--- config.mk ---
export PLATFORM = sky130hd
export DESIGN_NAME = rs_chien_search
export DESIGN_NICKNAME = d
export VERILOG_FILES = /design/src/rtl/rs_chien_search.sv
export SDC_FILE = /design/constraint.sdc
export NUM_CORES = 1
export LEC_CHECK = 0
export ABC_AREA = 0
export CAP_MARGIN = 20
export CORE_MARGIN = 2
export CORE_UTILIZATION = 53
export CTS_BUF_LIST = sky130_fd_sc_hd__clkbuf_8
export CTS_CLUSTER_SIZE = 25
export DETAILED_ROUTE_END_ITERATION = 6
export PLACE_DENSITY_LB_ADDON = 0.08
export RECOVER_POWER = 25
export SYNTH_ARGS = -nofsm -noshare
export SYNTH_HDL_FRONTEND = slang
export SYNTH_SLANG_ARGS = --single-unit
--- constraint.sdc ---
create_clock -name Clk -period 1.7 [get_ports Clk]
set_input_delay 0.34 -clock Clk [delete_from_list [all_inputs] [get_ports Clk]]
set_output_delay 0.34 -clock Clk [all_outputs]
set_load 0.02 [all_outputs]
--- src/rtl/rs_chien_search.sv ---
// rtl/rs_chien_search.sv - RS(204,188) Chien search: scans sigma(x) roots one byte position per clock.
module rs_chien_search #(
  parameter int N = 204,
  parameter int T = 8
) (
  input  logic       Clk,
  input  logic       Reset,
  input  logic       Start,
  input  logic [7:0] Sigma1,
  input  logic [7:0] Sigma2,
  input  logic [7:0] Sigma3,
  input  logic [7:0] Sigma4,
  input  logic [7:0] Sigma5,
  input  logic [7:0] Sigma6,
  input  logic [7:0] Sigma7,
  input  logic [7:0] Sigma8,
  output logic       Busy,
  output logic       Err_Valid,
  output logic [7:0] Err_Pos,
  output logic [7:0] Err_Loc,
  output logic       Done,
  output logic [3:0] Err_Count,
  output logic       Fail
);

  typedef enum logic [1:0] {IDLE, SCAN, FIN} state_t;

  function automatic logic [7:0] gf_mul(input logic [7:0] a, input logic [7:0] b);
    logic [7:0] acc;
    logic [7:0] sh;
    acc = 8'h00;
    sh  = a;
    for (int i = 0; i < 8; i++) begin
      if (b[i]) acc = acc ^ sh;
      sh = {sh[6:0], 1'b0} ^ (sh[7] ? 8'h1D : 8'h00);
    end
    return acc;
  endfunction

  function automatic logic [7:0] gf_pow(input int e);
    logic [7:0] v;
    v = 8'h01;
    for (int i = 0; i < e; i++) v = {v[6:0], 1'b0} ^ (v[7] ? 8'h1D : 8'h00);
    return v;
  endfunction

  function automatic logic [8*T-1:0] pow_table(input int scale);
    logic [8*T-1:0] t;
    t = '0;
    for (int j = 0; j < T; j++) t[8*j +: 8] = gf_pow((scale * (j + 1)) % 255);
    return t;
  endfunction

  // r_j starts at Sigma_j * alpha^(-(N-1)*j) so the first cycle evaluates position N-1
  localparam int             INIT_SCALE = (255 - ((N - 1) % 255)) % 255;
  localparam logic [8*T-1:0] R_INIT     = pow_table(INIT_SCALE);
  localparam logic [8*T-1:0] R_STEP     = pow_table(1);
  localparam logic [7:0]     LOC_INIT   = gf_pow(N - 1);
  localparam logic [7:0]     ALPHA_INV  = gf_pow(254);

  state_t         state_q, state_d;
  logic [8*T-1:0] r_q, r_d;
  logic [7:0]     loc_q, loc_d;
  logic [7:0]     k_q, k_d;
  logic [3:0]     cnt_q, cnt_d;
  logic [3:0]     deg_q, deg_d;
  logic           busy_q, busy_d;
  logic           err_valid_q, err_valid_d;
  logic [7:0]     err_pos_q, err_pos_d;
  logic [7:0]     err_loc_q, err_loc_d;
  logic           done_q, done_d;
  logic [3:0]     err_count_q, err_count_d;
  logic           fail_q, fail_d;

  logic [8*T-1:0] sigma_in;
  logic [3:0]     sigma_deg;
  logic [7:0]     eval_s;

  assign sigma_in = {Sigma8, Sigma7, Sigma6, Sigma5, Sigma4, Sigma3, Sigma2, Sigma1};

  always_comb begin
    sigma_deg = 4'd0;
    for (int j = 0; j < T; j++) begin
      if (sigma_in[8*j +: 8] != 8'h00) sigma_deg = 4'(j + 1);
    end
  end

  always_comb begin
    eval_s = 8'h01;
    for (int j = 0; j < T; j++) eval_s = eval_s ^ r_q[8*j +: 8];
  end

  always_comb begin
    state_d     = state_q;
    r_d         = r_q;
    loc_d       = loc_q;
    k_d         = k_q;
    cnt_d       = cnt_q;
    deg_d       = deg_q;
    busy_d      = busy_q;
    err_valid_d = err_valid_q;
    err_pos_d   = err_pos_q;
    err_loc_d   = err_loc_q;
    done_d      = 1'b0;
    err_count_d = err_count_q;
    fail_d      = fail_q;

    case (state_q)
      IDLE: begin
        if (Start) begin
          for (int j = 0; j < T; j++) begin
            r_d[8*j +: 8] = gf_mul(sigma_in[8*j +: 8], R_INIT[8*j +: 8]);
          end
          loc_d       = LOC_INIT;
          deg_d       = sigma_deg;
          cnt_d       = 4'd0;
          k_d         = 8'd0;
          busy_d      = 1'b1;
          err_valid_d = 1'b0;
          err_count_d = 4'd0;
          fail_d      = 1'b0;
          state_d     = SCAN;
        end
      end

      SCAN: begin
        err_valid_d = (eval_s == 8'h00);
        if (eval_s == 8'h00) begin
          err_pos_d = k_q;
          err_loc_d = loc_q;
          if (cnt_q != 4'hF) cnt_d = cnt_q + 4'd1;
        end
        for (int j = 0; j < T; j++) begin
          r_d[8*j +: 8] = gf_mul(r_q[8*j +: 8], R_STEP[8*j +: 8]);
        end
        loc_d = gf_mul(loc_q, ALPHA_INV);
        k_d   = k_q + 8'd1;
        if (k_q == 8'(N - 1)) state_d = FIN;
      end

      FIN: begin
        done_d      = 1'b1;
        busy_d      = 1'b0;
        err_valid_d = 1'b0;
        err_count_d = cnt_q;
        // Roots beyond the shortened block are never visited, so they surface as cnt < deg
        fail_d      = (cnt_q != deg_q) || ((cnt_q == 4'd0) && (deg_q != 4'd0));
        state_d     = IDLE;
      end

      default: state_d = IDLE;
    endcase
  end

  always_ff @(posedge Clk) begin
    if (!Reset) begin
      state_q     <= IDLE;
      r_q         <= '0;
      loc_q       <= 8'h00;
      k_q         <= 8'h00;
      cnt_q       <= 4'd0;
      deg_q       <= 4'd0;
      busy_q      <= 1'b0;
      err_valid_q <= 1'b0;
      err_pos_q   <= 8'h00;
      err_loc_q   <= 8'h00;
      done_q      <= 1'b0;
      err_count_q <= 4'd0;
      fail_q      <= 1'b0;
    end else begin
      state_q     <= state_d;
      r_q         <= r_d;
      loc_q       <= loc_d;
      k_q         <= k_d;
      cnt_q       <= cnt_d;
      deg_q       <= deg_d;
      busy_q      <= busy_d;
      err_valid_q <= err_valid_d;
      err_pos_q   <= err_pos_d;
      err_loc_q   <= err_loc_d;
      done_q      <= done_d;
      err_count_q <= err_count_d;
      fail_q      <= fail_d;
    end
  end

  assign Busy      = busy_q;
  assign Err_Valid = err_valid_q;
  assign Err_Pos   = err_pos_q;
  assign Err_Loc   = err_loc_q;
  assign Done      = done_q;
  assign Err_Count = err_count_q;
  assign Fail      = fail_q;

endmodule

==> summary.md, run 1 <==
The number of different library cells used by synthesis comes to 52. For the residual overflow from global routing, the log shows 0. The number of enable flip-flop cells after synthesis is 0, and the worst endpoint data arrival time is 2.19 ns.

In this run the power density over the cells is 933 nW/um^2. The cell count after synthesis came out at 866. The tools report the hold slack as 0.228 ns. The run gives 8.79 mm as the detailed-route wire length on metal 1. Of all nets on the critical path, the largest fanout is 9.

The area growth from synthesis to layout is 40.2%. After the first detailed-routing iteration, the DRC count stood at 586. The run gives 541 MHz as the maximum clock rate. The filler cells instantiated in the layout total 1,008. The tools report the total wire length as 20.4 mm. Starting density of the core: 53.7%. The max-slew violation count was 0. The met3 wire length came out at 929 um.

The final worst-path setup slack came out at -0.150 ns. The flow ran to the end, but the final reports show violations. The placeable core region came out at 13,800 um^2. The die height came out at 122 um. The number of antenna violations at the first check in global routing is 0, and the share of the cycle needed by the critical path after routing is 109%. The largest voltage drop on the vdd net is 0.000714 V. In this run the deepest clock path goes through 2 buffers.

The first detailed-routing pass took 5 iterations. The clock reaches the later pin of the worst-skew pair after 0.45 ns. Setup violations remaining at the end of the flow were counted as 28. For this run, the leading register cell type out of synthesis is sky130_fd_sc_hd__dfxtp_1.

For this design the top-level I/O count stands at 91. The worst hold path begins at Reset. After clock tree synthesis, the clock-pin slew on the worst setup and hold paths is 0.08 ns. The worst clock skew came out at 0.0165 ns. Global routing used 27.7% of the available tracks across all layers. The post-synthesis register bit count is 114, and the warning count from the yosys run is 0.

The critical path is of the reg -> reg type. The final hold violation count is 0, and the layout net count is 1,169. The total number of clock tree sinks is 114, and the fraction of registers with async set or reset after synthesis is 0%. The worst setup path is launched from a flop. Summed over all cells, the static leakage comes to 4.25 nW. The final weighted congestion in routability-driven placement was 0.943. The worst setup path is captured at a flop. The data required time at the worst endpoint came out at 2.04 ns. The via count of the first global-routing pass is 6,907, and the count of port buffers added during placement is 90. The ratio of routed vias to standard cells is 5.41, and the final cell area excluding filler cells is 10,400 um^2. The checks that failed: setup timing. The highest metal layer with signal wires is met4. The measured slew at the worst slew-check pin came out at 0.511 ns.

The H-tree was split into 4 levels. At the placement stage, the worst setup path has a slack of -0.443 ns. In this run the critical register-to-register path is launched from r_q[40].

TritonCTS built the clock tree. Entering global routing, the biggest net connects 53 pins. Global-route wire length before repair: 32.6 mm. The sequential area share after synthesis was 30.9%. The worst-case headroom to the max-slew limit was 65.6%. The number of placed instances, taps included, is 1,257. The max-capacitance violation count was 0. Across all layers, the routed design uses 6,983 vias. In this run the horizontal extent of the chip is 122 um.

The number of antenna diodes in the final layout is 0. The run gives 43 as the number of standard-cell rows in the floorplan. The mapped netlist covers 7400 um^2. Path class of the lowest-slack min-delay path: in -> reg. Leaving out filler cells and counting taps, the final layout contains 1,291. Buffers inserted during clock tree synthesis total 17.

For the antenna violation net count after detailed routing, the log shows 0. The completed layout was analyzed and its total power is 9.68 mW. The synthesized net count was 936. For the die area, the log shows 14,900 um^2. Setup repair after global routing could not meet its margin everywhere. The tools report the total cell area at the placement stage as 9810 um^2.

Clock tree synthesis selected as its root buffer the cell sky130_fd_sc_hd__clkbuf_8. The tools report the detailed-route DRC error count as 0. The worst path needs 1.85 ns of the cycle, external delays included.

After synthesis, the mean cell area works out to 8.54 um^2. The fraction of layout instances using a drive strength above 1 was 25.6%; the average wire per cell in the routed design was 15.8 um. The most critical setup path has its startpoint at r_q[40]. The detailed-placement wirelength estimate was 15.2 mm; the hold buffer count at CTS was 0. The routed design uses 10.2 mm of met2 wire.
[critical path, cell delays in order (launching register included)]
cell                      delay, ns
sky130_fd_sc_hd__dfxtp_1       0.32
sky130_fd_sc_hd__xnor2_1       0.27
sky130_fd_sc_hd__xnor2_1       0.18
sky130_fd_sc_hd__xnor2_1       0.14
sky130_fd_sc_hd__nand4_1       0.16
sky130_fd_sc_hd__nor3_4        0.22
sky130_fd_sc_hd__buf_12        0.16
sky130_fd_sc_hd__nand2_2       0.07
sky130_fd_sc_hd__a31o_1        0.22
[cell families after synthesis]
group / after synthesis / synth area share (%)
AO/OA/AOI/OAI: 181 / 16.9
XOR/XNOR: 266 / 31.9
adder cells (fa/ha/maj): 3 / 0.507
buffers and inverters: 80 / 5.01
flip-flops: 114 / 30.9
multiplexers: 1 / 0.135
AND/OR/NAND/NOR: 221 / 14.7
[cell usage after synthesis (15+ instances only)]
cell                         n  area share, %
sky130_fd_sc_hd__xnor2_1   190             22
sky130_fd_sc_hd__dfxtp_1   114             31
sky130_fd_sc_hd__nand3_1    25            1.7
sky130_fd_sc_hd__a21boi_0   16            1.6
sky130_fd_sc_hd__nor2_1     35            1.8
sky130_fd_sc_hd__nor2b_1    40            3.4
sky130_fd_sc_hd__xor2_1     72            8.5
sky130_fd_sc_hd__a22oi_1    16            1.6
sky130_fd_sc_hd__a21oi_1    31            2.1
sky130_fd_sc_hd__a222oi_1   15            2.0
sky130_fd_sc_hd__clkbuf_1   41            2.1
sky130_fd_sc_hd__o21ai_0    42            2.8
sky130_fd_sc_hd__buf_2      24            1.6
sky130_fd_sc_hd__o211ai_1   20            2.0
sky130_fd_sc_hd__nand2_1    74            3.8
[report_power, final]
part	internal [mW]	switching [mW]
clock network	1.28	1.17
logic	2.21	1.85
registers	2.92	0.249
[worst paths after layout]
kind	endpoint	slack [ns]	depth (start not counted)
worst max register to register	cnt_q[0]	-0.15	8
worst max-delay path	cnt_q[0]	-0.15	8
worst min-delay path	deg_q[3]	0.23	3
worst min register to register	Err_Pos[5]	0.45	2
[final cells by class]
class	instances	area (um^2)	share of cell area (%)
inverter	5	18.8	0.181
multi-input combinational	672	4990	48.2
sequential	114	2290	22.1
timing repair buffer	289	2460	23.7
tap	180	225	2.17
clock inverter	14	143	1.38
clock buffer	17	234	2.26
[timing repair]
item	CTS	global route
endpoints found under the setup margin	45	41
setup buffers	0	2
pin swaps	10	14
gates resized for setup	39	34
cloned	0	1
[placed cells by master (no fill, tap or decap), types with 4 or more instances in the layout]
| cell type | synthesis | final |
|---|---|---|
| sky130_fd_sc_hd__inv_1 | 5 | 6 |
| sky130_fd_sc_hd__a222oi_1 | 15 | 15 |
| sky130_fd_sc_hd__nand4_1 | 6 | 6 |
| sky130_fd_sc_hd__dfxtp_2 | 0 | 10 |
| sky130_fd_sc_hd__a21oi_1 | 31 | 31 |
| sky130_fd_sc_hd__clkdlybuf4s50_1 | 0 | 62 |
| sky130_fd_sc_hd__o21ai_1 | 6 | 15 |
| sky130_fd_sc_hd__dfxtp_1 | 114 | 104 |
| sky130_fd_sc_hd__o21ai_0 | 42 | 33 |
| sky130_fd_sc_hd__nor4_1 | 13 | 13 |
| sky130_fd_sc_hd__o221a_2 | 6 | 6 |
| sky130_fd_sc_hd__nor2_1 | 35 | 34 |
| sky130_fd_sc_hd__a21boi_0 | 16 | 16 |
| sky130_fd_sc_hd__buf_12 | 0 | 7 |
| sky130_fd_sc_hd__xor2_1 | 72 | 70 |
| sky130_fd_sc_hd__nor2b_1 | 40 | 39 |
| sky130_fd_sc_hd__buf_4 | 0 | 186 |
| sky130_fd_sc_hd__nand2b_1 | 4 | 4 |
| sky130_fd_sc_hd__clkbuf_8 | 0 | 17 |
| sky130_fd_sc_hd__xnor2_1 | 190 | 162 |
| sky130_fd_sc_hd__nand2_1 | 74 | 74 |
| sky130_fd_sc_hd__nand3_1 | 25 | 25 |
| sky130_fd_sc_hd__o211a_1 | 6 | 6 |
| sky130_fd_sc_hd__dlygate4sd2_1 | 0 | 24 |
| sky130_fd_sc_hd__clkinvlp_4 | 0 | 5 |
| sky130_fd_sc_hd__a22oi_1 | 16 | 16 |
| sky130_fd_sc_hd__and2_1 | 4 | 4 |
| sky130_fd_sc_hd__o211ai_1 | 20 | 20 |
| sky130_fd_sc_hd__and3_1 | 7 | 7 |
| sky130_fd_sc_hd__o22ai_1 | 5 | 5 |
| sky130_fd_sc_hd__xnor2_2 | 3 | 31 |
[state kept, by name, summed over array words and instances, names as in the netlist]
register and cells:
Busy 1, Done 1, Err_Count 4, Err_Loc 8, Err_Pos 8, Err_Valid 1, Fail 1, cnt_q 4
deg_q 4, k_q 8, loc_q 8, r_q 64, state_q 2
[per-stage QoR]
step | setup TNS [ns] | utilization (%)
after floorplan | -0.0587 | -
after global placement | -21.28 | 71.2
after detailed placement | -25.86 | 71.2
after CTS | -1.57 | 74.2
after global routing | -5.95 | 75.3
final | -2.55 | 75.3
[layer usage]
metal / vias up / GRT usage (%)
met5: - / 0
met3: 44 / 5.48
met1: 3310 / 33.7
li1: 3419 / -
met2: 210 / 47.6
met4: 0 / 11.4
Note: power is estimated with default switching activity, not from simulation.
==> run 2: changes to the inputs <==
--- a/config.mk
+++ b/config.mk
@@ -7,8 +7,10 @@
 export LEC_CHECK = 0
 export ABC_AREA = 0
 export CAP_MARGIN = 20
+export CELL_PAD_IN_SITES_DETAIL_PLACEMENT = 1
+export CELL_PAD_IN_SITES_GLOBAL_PLACEMENT = 1
 export CORE_MARGIN = 2
-export CORE_UTILIZATION = 53
+export CORE_UTILIZATION = 40
 export CTS_BUF_LIST = sky130_fd_sc_hd__clkbuf_8
 export CTS_CLUSTER_SIZE = 25
 export DETAILED_ROUTE_END_ITERATION = 6
==> run 2 against run 1 <==
Net effect: the run still ends with setup timing left; clock skew down 0.0043 ns; final area up 4.7%; global-route usage down 2.4 points; critical path type unchanged; largest cell class unchanged.
==> summary.md, run 2 (synthesized netlist as in run 1, its figures left out) <==
Area growth from synthesis to final layout: 46.7%. The average wire per cell in the routed design was 19.2 um (+21%). The run gives 1,310 (+4.2%) as the post-placement cell count.

The slowest stage of the critical path belongs to the cell sky130_fd_sc_hd__dfxtp_4. For the detailed-routing iteration count for the pre-antenna-repair pass, the log shows 5 (unchanged). The run finished, with violations left. The pin count of the biggest net entering global routing was 54 (+1.9%); the overall routing resource usage was 25.2% (-2.4 points). Hold buffer count at CTS: 0 (unchanged). The die height works out to 140 um (+15%). The power density over the cells is 935 nW/um^2 (+0.18%), and the post-layout instance count excluding filler cells is 1,352 (+4.7%). The critical path endpoint category is a flop.

The signal on the critical path passes through xnor2_4, xnor2_2, xnor2_1, nand4_1, nor3_4, buf_6, buf_12, a31oi_4, a41o_1. Worst-case headroom to the max-slew limit: 67.7% (+2.1 points). The path class of the lowest-slack min-delay path is in -> reg.

The number of antenna violations at the first check in global routing came out at 0 (unchanged). The global-route wire length before repair came out at 39.6 mm (+21%). The top register by number of flip-flops is r_q. The logs give 18.4 mm (+21%) for the detailed-placement wirelength estimate and 4.43 nW (+4.3%) for the leakage power of the design. The tools report the detailed-route DRC error count as 0 (unchanged). Total clock buffers created by CTS: 17 (unchanged). Setup repair after global routing could not meet its margin everywhere. The antenna violation net count after detailed routing was 0 (unchanged).

The maximum fanout count along the critical path came out at 7 (-2). The placeable core region is 18,000 um^2 (+31%), and the fraction of layout instances using a drive strength above 1 is 30.4% (+4.8 points). The tools report the final number of setup-violating endpoints as 38 (+36%). Flip-flop count of the largest register, all copies and words added: 64 (unchanged).

The via count of the first global-routing pass was 7,718 (+12%); the sum of negative setup slack was -5.83 ns (-3.28 ns). The buffer type at the clock tree root is sky130_fd_sc_hd__clkbuf_8. The logs give 25.9 mm (+27%) for the total wire length and 0 (unchanged) for the max-slew violation count. The share of the cycle needed by the critical path after routing was 117% (+8.1 points). The H-tree depth was 4 (unchanged); the minimum clock period was 1.99 ns (+0.138 ns). The largest stage delay on the critical path came out at 0.37 ns (+0.05 ns). The ratio of routed vias to standard cells was 5.33 (-1.4%). The run gives 7,212 (+3.3%) as the total number of vias. The category of the critical setup timing path was reg -> reg. For the total number of clock tree sinks, the log shows 114 (unchanged).

For the slack of the worst reg-to-reg path, the log shows -0.29 ns (-0.14 ns). The final worst-path setup slack is -0.288 ns (-0.138 ns). The data required time at the worst endpoint is 2.06 ns (+0.02 ns). The die area was 19,600 um^2 (+31%).

The count of port buffers added during placement is 90 (unchanged). Leaving out fill and tap cells, the most frequent cell in the layout is sky130_fd_sc_hd__buf_4. For the final weighted congestion in routability-driven placement, the log shows 0.844 (-10%). The worst clock skew was 0.0123 ns (-0.00425 ns); the residual overflow from global routing was 0 (unchanged).

STA classifies the critical path startpoint as a flop. The logs give 503 MHz (-6.9%) for the maximum clock rate and 41.0% (-13 points) for the starting density of the core. The number of buffers on the longest clock path is 2 (unchanged). The logs give 0.46 ns (about the same) for the clock network latency to the later pin of the worst-skew pair and 375 (-36%) for the number of DRC markers in iteration 0. The worst endpoint data arrival time is 2.34 ns (+0.15 ns). The final reports fail on setup timing. TritonCTS built the clock tree.

The number of standard-cell rows in the floorplan came out at 49 (+14%). The number of diodes added for antenna fixing was 0 (unchanged). Largest voltage drop on the vdd net: 0.000585 V (-18%). The layout net count came out at 1,180 (+0.94%).

The clock-pin transition on the worst setup and hold timing paths was 0.08 ns (about the same); the width of the die was 140 um (+15%). The run gives 0 (unchanged) as the max-capacitance violation count. For the final hold violation count, the log shows 0 (unchanged). The measured slew at the worst slew-check pin came out at 0.479 ns (-0.0319 ns). The top cell types in the final layout, fill and taps aside, are sky130_fd_sc_hd__buf_4 (193), sky130_fd_sc_hd__xnor2_1 (148), sky130_fd_sc_hd__dfxtp_1 (90), sky130_fd_sc_hd__nand2_1 (74), sky130_fd_sc_hd__xor2_1 (64).

The run gives 91 (unchanged) as the count of boundary I/O pins.
-- run 2: per-stage QoR --
| step | total power, mW | utilization [%] | instance area [um^2] | hold WS, ns | worst slack [ns] |
|---|---|---|---|---|---|
| final | 10.2 | 60.2 | 10900 | 0.256 | -0.288 |
| after global placement | 7.07 | 54.9 | 9900 | 0.435 | -0.403 |
| after CTS | 9.86 | 57.6 | 10400 | 0.234 | -0.130 |
| after global routing | 10.7 | 60.2 | 10900 | 0.228 | -0.396 |
| after detailed placement | 7.24 | 54.9 | 9900 | 0.443 | -0.490 |
| after floorplan | 5.81 | - | 7490 | 0.448 | -0.0251 |
-- run 2: area by class of cell --
type | count | area (um^2)
clock buffers | 18 | 248
clock inverters | 14 | 133
fillers | 2070 | 7170
inverters | 5 | 18.8
multi-input cells | 672 | 5250
flip-flops and latches | 114 | 2320
well taps | 229 | 287
repair buffers | 300 | 2600
-- run 2: where the power goes --
group / switching (mW) / leakage (nW) / total (mW) / internal [mW]
Combinational: 2.10 / 3.32 / 4.45 / 2.35
Clock: 1.28 / 0.174 / 2.48 / 1.20
Sequential: 0.294 / 0.943 / 3.22 / 2.93
-- run 2: critical path, delay by kind of cell (launching register included) --
family / cells / cell delay (ns)
AND/OR/NAND/NOR: 2 / 0.41
flip-flops: 1 / 0.37
XOR/XNOR: 3 / 0.53
AO/OA/AOI/OAI: 2 / 0.29
buffers and inverters: 2 / 0.28
-- run 2: metal layers --
| metal | share of wire [%] | track usage, % |
|---|---|---|
| met2 | 53 | 45.2 |
| met5 | 0 | 0 |
| met4 | 2.8 | 9.42 |
| met3 | 3.7 | 4.62 |
| met1 | 41 | 30.1 |
-- run 2: repair_timing --
action | 4_1_cts | 5_1_grt
setup buffers | 2 | 5
gates resized for setup | 52 | 82
cloned | 0 | 3
pin swaps | 11 | 24
endpoints found under the setup margin | 51 | 43
-- run 2: path summary, 6_finish.rpt --
check	endpoint	start	depth (start not counted)
worst min register to register	Err_Loc[3]	Err_Loc[3]	2
worst max register to register	cnt_q[3]	r_q[63]	9
worst max-delay path	cnt_q[3]	r_q[63]	9
worst min-delay path	Fail	Reset	2
